--- src/rtl/demux4_reg.sv ---
// 1-to-4 registered demultiplexer with one-word holding register per channel,
// select-driven or round-robin routing, and per-channel valid/ready handshakes.
module demux4_reg #(
  parameter int unsigned W = 8
) (
  input  logic         clk,
  input  logic         rst_b,
  input  logic         mode,
  input  logic [1:0]   s,
  input  logic [W-1:0] d,
  input  logic         in_valid,
  output logic         in_ready,
  output logic [W-1:0] o0,
  output logic [W-1:0] o1,
  output logic [W-1:0] o2,
  output logic [W-1:0] o3,
  output logic [3:0]   o_valid,
  input  logic [3:0]   o_ready,
  output logic [1:0]   rr_ptr
);

  logic [W-1:0] data_q [4];
  logic [W-1:0] data_d [4];
  logic [3:0]   vld_q, vld_d;
  logic [1:0]   rr_q, rr_d;
  logic [1:0]   tgt;
  logic         accept;

  always_comb begin
    tgt      = mode ? rr_q : s;
    in_ready = ~vld_q[tgt] | o_ready[tgt];
    accept   = in_valid & in_ready;

    data_d = data_q;
    rr_d   = rr_q;
    // Drains clear first; a load on the same channel then re-sets its valid.
    vld_d  = vld_q & ~o_ready;
    if (accept) begin
      data_d[tgt] = d;
      vld_d[tgt]  = 1'b1;
      if (mode) begin
        rr_d = rr_q + 2'd1;
      end
    end
  end

  always_ff @(posedge clk or negedge rst_b) begin
    if (!rst_b) begin
      for (int unsigned i = 0; i < 4; i++) begin
        data_q[i] <= '0;
      end
      vld_q <= '0;
      rr_q  <= '0;
    end else begin
      data_q <= data_d;
      vld_q  <= vld_d;
      rr_q   <= rr_d;
    end
  end

  assign o0      = data_q[0];
  assign o1      = data_q[1];
  assign o2      = data_q[2];
  assign o3      = data_q[3];
  assign o_valid = vld_q;
  assign rr_ptr  = rr_q;

endmodule

--- config.mk ---
export PLATFORM = sky130hd
export DESIGN_NAME = demux4_reg
export DESIGN_NICKNAME = d
export VERILOG_FILES = /design/src/rtl/demux4_reg.sv
export SDC_FILE = /design/constraint.sdc
export NUM_CORES = 1
export LEC_CHECK = 0
export CORE_ASPECT_RATIO = 1.5
export CORE_UTILIZATION = 44
export CTS_CLUSTER_DIAMETER = 150
export DETAILED_ROUTE_END_ITERATION = 10
export PLACE_DENSITY_LB_ADDON = 0.3
export SETUP_SLACK_MARGIN = 0.5
export SYNTH_ARGS = -nofsm -noshare
export SYNTH_HDL_FRONTEND = slang
export SYNTH_SLANG_ARGS = --single-unit
--- constraint.sdc ---
create_clock -name clk -period 1.5 [get_ports clk]
set_clock_uncertainty 0.05 [all_clocks]
set_input_delay 0.3 -clock clk [delete_from_list [all_inputs] [get_ports clk]]
set_output_delay 0.3 -clock clk [all_outputs]
set_load 0.02 [all_outputs]
==> results.yml <==
pwr:
  vdd_drop_max_uv: 1810
  p_leak_nw: 1.49
  power.density_mw_per_mm2: 2130
worst_setup_path:
  cp-start-kind: "flop"
  r2r-start: "rr_ptr[0]$_DFFE_PN0P_"
  end_kind: "primary output"
  cp_max_fo: 3
  critPathKind: "reg2out"
  arrival_ps: 1560
  crit_path_start: "rr_ptr[1]$_DFFE_PN0P_"
  crit_required_ps: 1150
global_routing:
  grt_pass1_wl_um: 8260
  grt.total_usage_pct: 29.9
  grt_pass1_vias: 1471
  grt_max_degree: 21
  grt-ovfl-total: 0
  grt_antenna_before_repair: 0
route:
  drt_iter0_drc: 22
  wl_um: 5740
  wl_per_cell_um: 21.8
  via_count: 1389
  routed_via_density: 5.28
  ant_nets: 0
  dr.pass1.iters: 4
  drc_errors: 0
final_layout:
  drive_above_1_share_pct: 71.0
  antennaDiodeCount: 0
  fin_area_mm2: 0.00308
  fin_cells: 263
  syn_to_final_growth_pct: 90.0
  nets: 238
  final_util_pct: 89.2
  fillers: 146
die:
  die_area_mm2: 0.00393
  io_pins: 57
  start_util_pct: 47.0
  rows: 26
  die_x_um: 51.5
  core_area_mm2: 0.00345
  fp.dieH_um: 76.3
synth:
  syn-num-nets: 119
  synth.avg_cell_area_um2: 16.0
  synthCells: 101
  ys_seq_area_share_pct: 58.7
  synth_area_leaders: "dfrtp_1 59%, mux2_2 19%, nand4_4 5.3%, mux2_4 3.7%, mux2i_4 2.8%"
  synth_warnings: 0
  ys_ff_latch: 38
  yosysUniqueCellTypes: 18
  yosys.area.top_type_share_pct: 58.7
  netlist_area_mm2: 0.00162
  yosysTopAreaCell: "dfrtp_1"
status:
  outcome: "complete, but fails checks"
  violations: "hold timing, setup timing"
placed_design:
  dpl.hpwl_um: 2960
  dpl_cell_area_mm2: 0.00243
  portBuffers: 56
  placedCellCount: 214
  gp_congestion: 0.779
timing:
  finalCritPeriodShare_pct: 127
  worst_pin_slew_ps: 486
  slew-limit-headroom_pct: 67.3
  fmax_mhz: 525
  whs_ps: -109
  setup_slack_ps: -405
  period_needed_ps: 1910
  setup_viol: 35
  hold_viol: 18
  slew_violations: 0
  rsz0062_at_grt: "true"
clock_tree:
  clk_pin_slew_ps: 80
  clk_path_buf_depth: 2
  root_buffer: "clkbuf_8"
  cts_tree: "built"
  insertion_delay_ps: 300
  numCtsBuffers: 5
  numClockSinks: 38
  cts_max_level: 2
min_path:
  min_path_type: "in2async"
job:
  cap_viol_max_count: 0
==> placed cells by master (no fill, tap or decap), types with 2 or more instances in the layout <==
cell	netlist	routed
buf_6	1	53
dfrtp_1	38	36
buf_4	1	36
mux2_4	4	27
clkdlybuf4s50_1	0	12
nand4_4	4	8
mux2_2	27	7
clkbuf_8	0	6
nand2b_1	4	4
mux2i_4	2	4
nand2_2	0	3
o21ai_1	0	3
dlygate4sd2_1	0	3
buf_2	0	2
buf_8	0	2
dfrtp_2	0	2
==> power by group <==
| part | internal [mW] | leakage (nW) | switching (mW) |
|---|---|---|---|
| clock | 0.371 | 0.0482 | 0.370 |
| combinational | 2.29 | 0.986 | 1.59 |
| sequential | 1.52 | 0.454 | 0.400 |
| total | 4.18 | 1.49 | 2.36 |
==> cells by family (layout without fill, tap and decap cells) <==
family / Yosys count / in the layout / share of synthesized area [%]
AOI/OAI and AO/OA: 5 / 5 / 1.70
buffers and inverters: 2 / 118 / 1.16
DFF: 38 / 38 / 58.7
muxes: 39 / 39 / 29.2
and+or+nand+nor: 17 / 21 / 9.20
==> state kept, by name (all words and copies together) (netlist names) <==
register / cells
o3: 8
o_valid: 4
o1: 8
rr_ptr: 2
o0: 8
o2: 8
==> synth_stat cells <==
library cell  count
nand3_1           1
buf_6             1
nor3_1            1
nand2b_1          4
mux2i_4           2
mux2_2           27
nand4_4           4
o21ai_0           3
mux2_4            4
nand2_1           5
mux2i_1           3
buf_4             1
a21oi_1           1
nor2_1            1
mux2_1            3
nor2b_1           1
o31ai_1           1
dfrtp_1          38
==> repair_timing <==
| item | 4_1_cts | 5_1_grt |
|---|---|---|
| setup endpoints to repair | 77 | 77 |
| hold endpoints to repair | 18 | 18 |
| gates resized for setup | 270 | 10 |
| pin swaps | 3 | 2 |
| gates cloned | 5 | 0 |
| setup buffers | 19 | 17 |
==> critical path, cell delays in order, from the launching register on <==
cell,delay [ps]
dfrtp_2,450
mux2_4,300
mux2i_4,210
mux2i_4,160
buf_6,140
==> per-layer routing <==
layer / vias up / wire (um) / GRT usage (%)
met4: 0 / 235 / 13.8
li1: 613 / - / -
met2: 52 / 3160 / 51.4
met3: 20 / 191 / 5.19
met1: 704 / 2150 / 35.0
met5: - / 0 / 0
==> cell type report <==
type	instances	area, um^2	area share, %
clock buffer	7	86.3	2.81
clock inverter	1	5.00	0.163
multi-input combinational	65	872	28.4
sequential	38	953	31.0
tap	42	52.6	1.71
timing repair buffer	110	1110	36.0
==> final timing paths <==
path | depth (start not counted) | slack [ps] | end
max | 4 | -410 | in_ready
min | 1 | -110 | rr_ptr[0]$_DFFE_PN0P_
max reg2reg | 5 | -140 | o1[2]$_DFFE_PN0P_
min reg2reg | 1 | 490 | o0[1]$_DFFE_PN0P_
max in group asynchronous | 2 | 960 | o3[1]$_DFFE_PN0P_
min in group clk | 1 | 490 | o0[1]$_DFFE_PN0P_
==> per-stage QoR <==
stage / worst slack, ps / setup TNS [ps] / total power, mW
after floorplan: -38.8 / -38.8 / 3.26
after global placement: -960 / -22610 / 4.55
after detailed placement: -1010 / -24420 / 4.64
after CTS: -363 / -2240 / 6.11
after global routing: -427 / -4680 / 6.77
final: -405 / -3730 / 6.54
(Power assumes the default switching activity.)
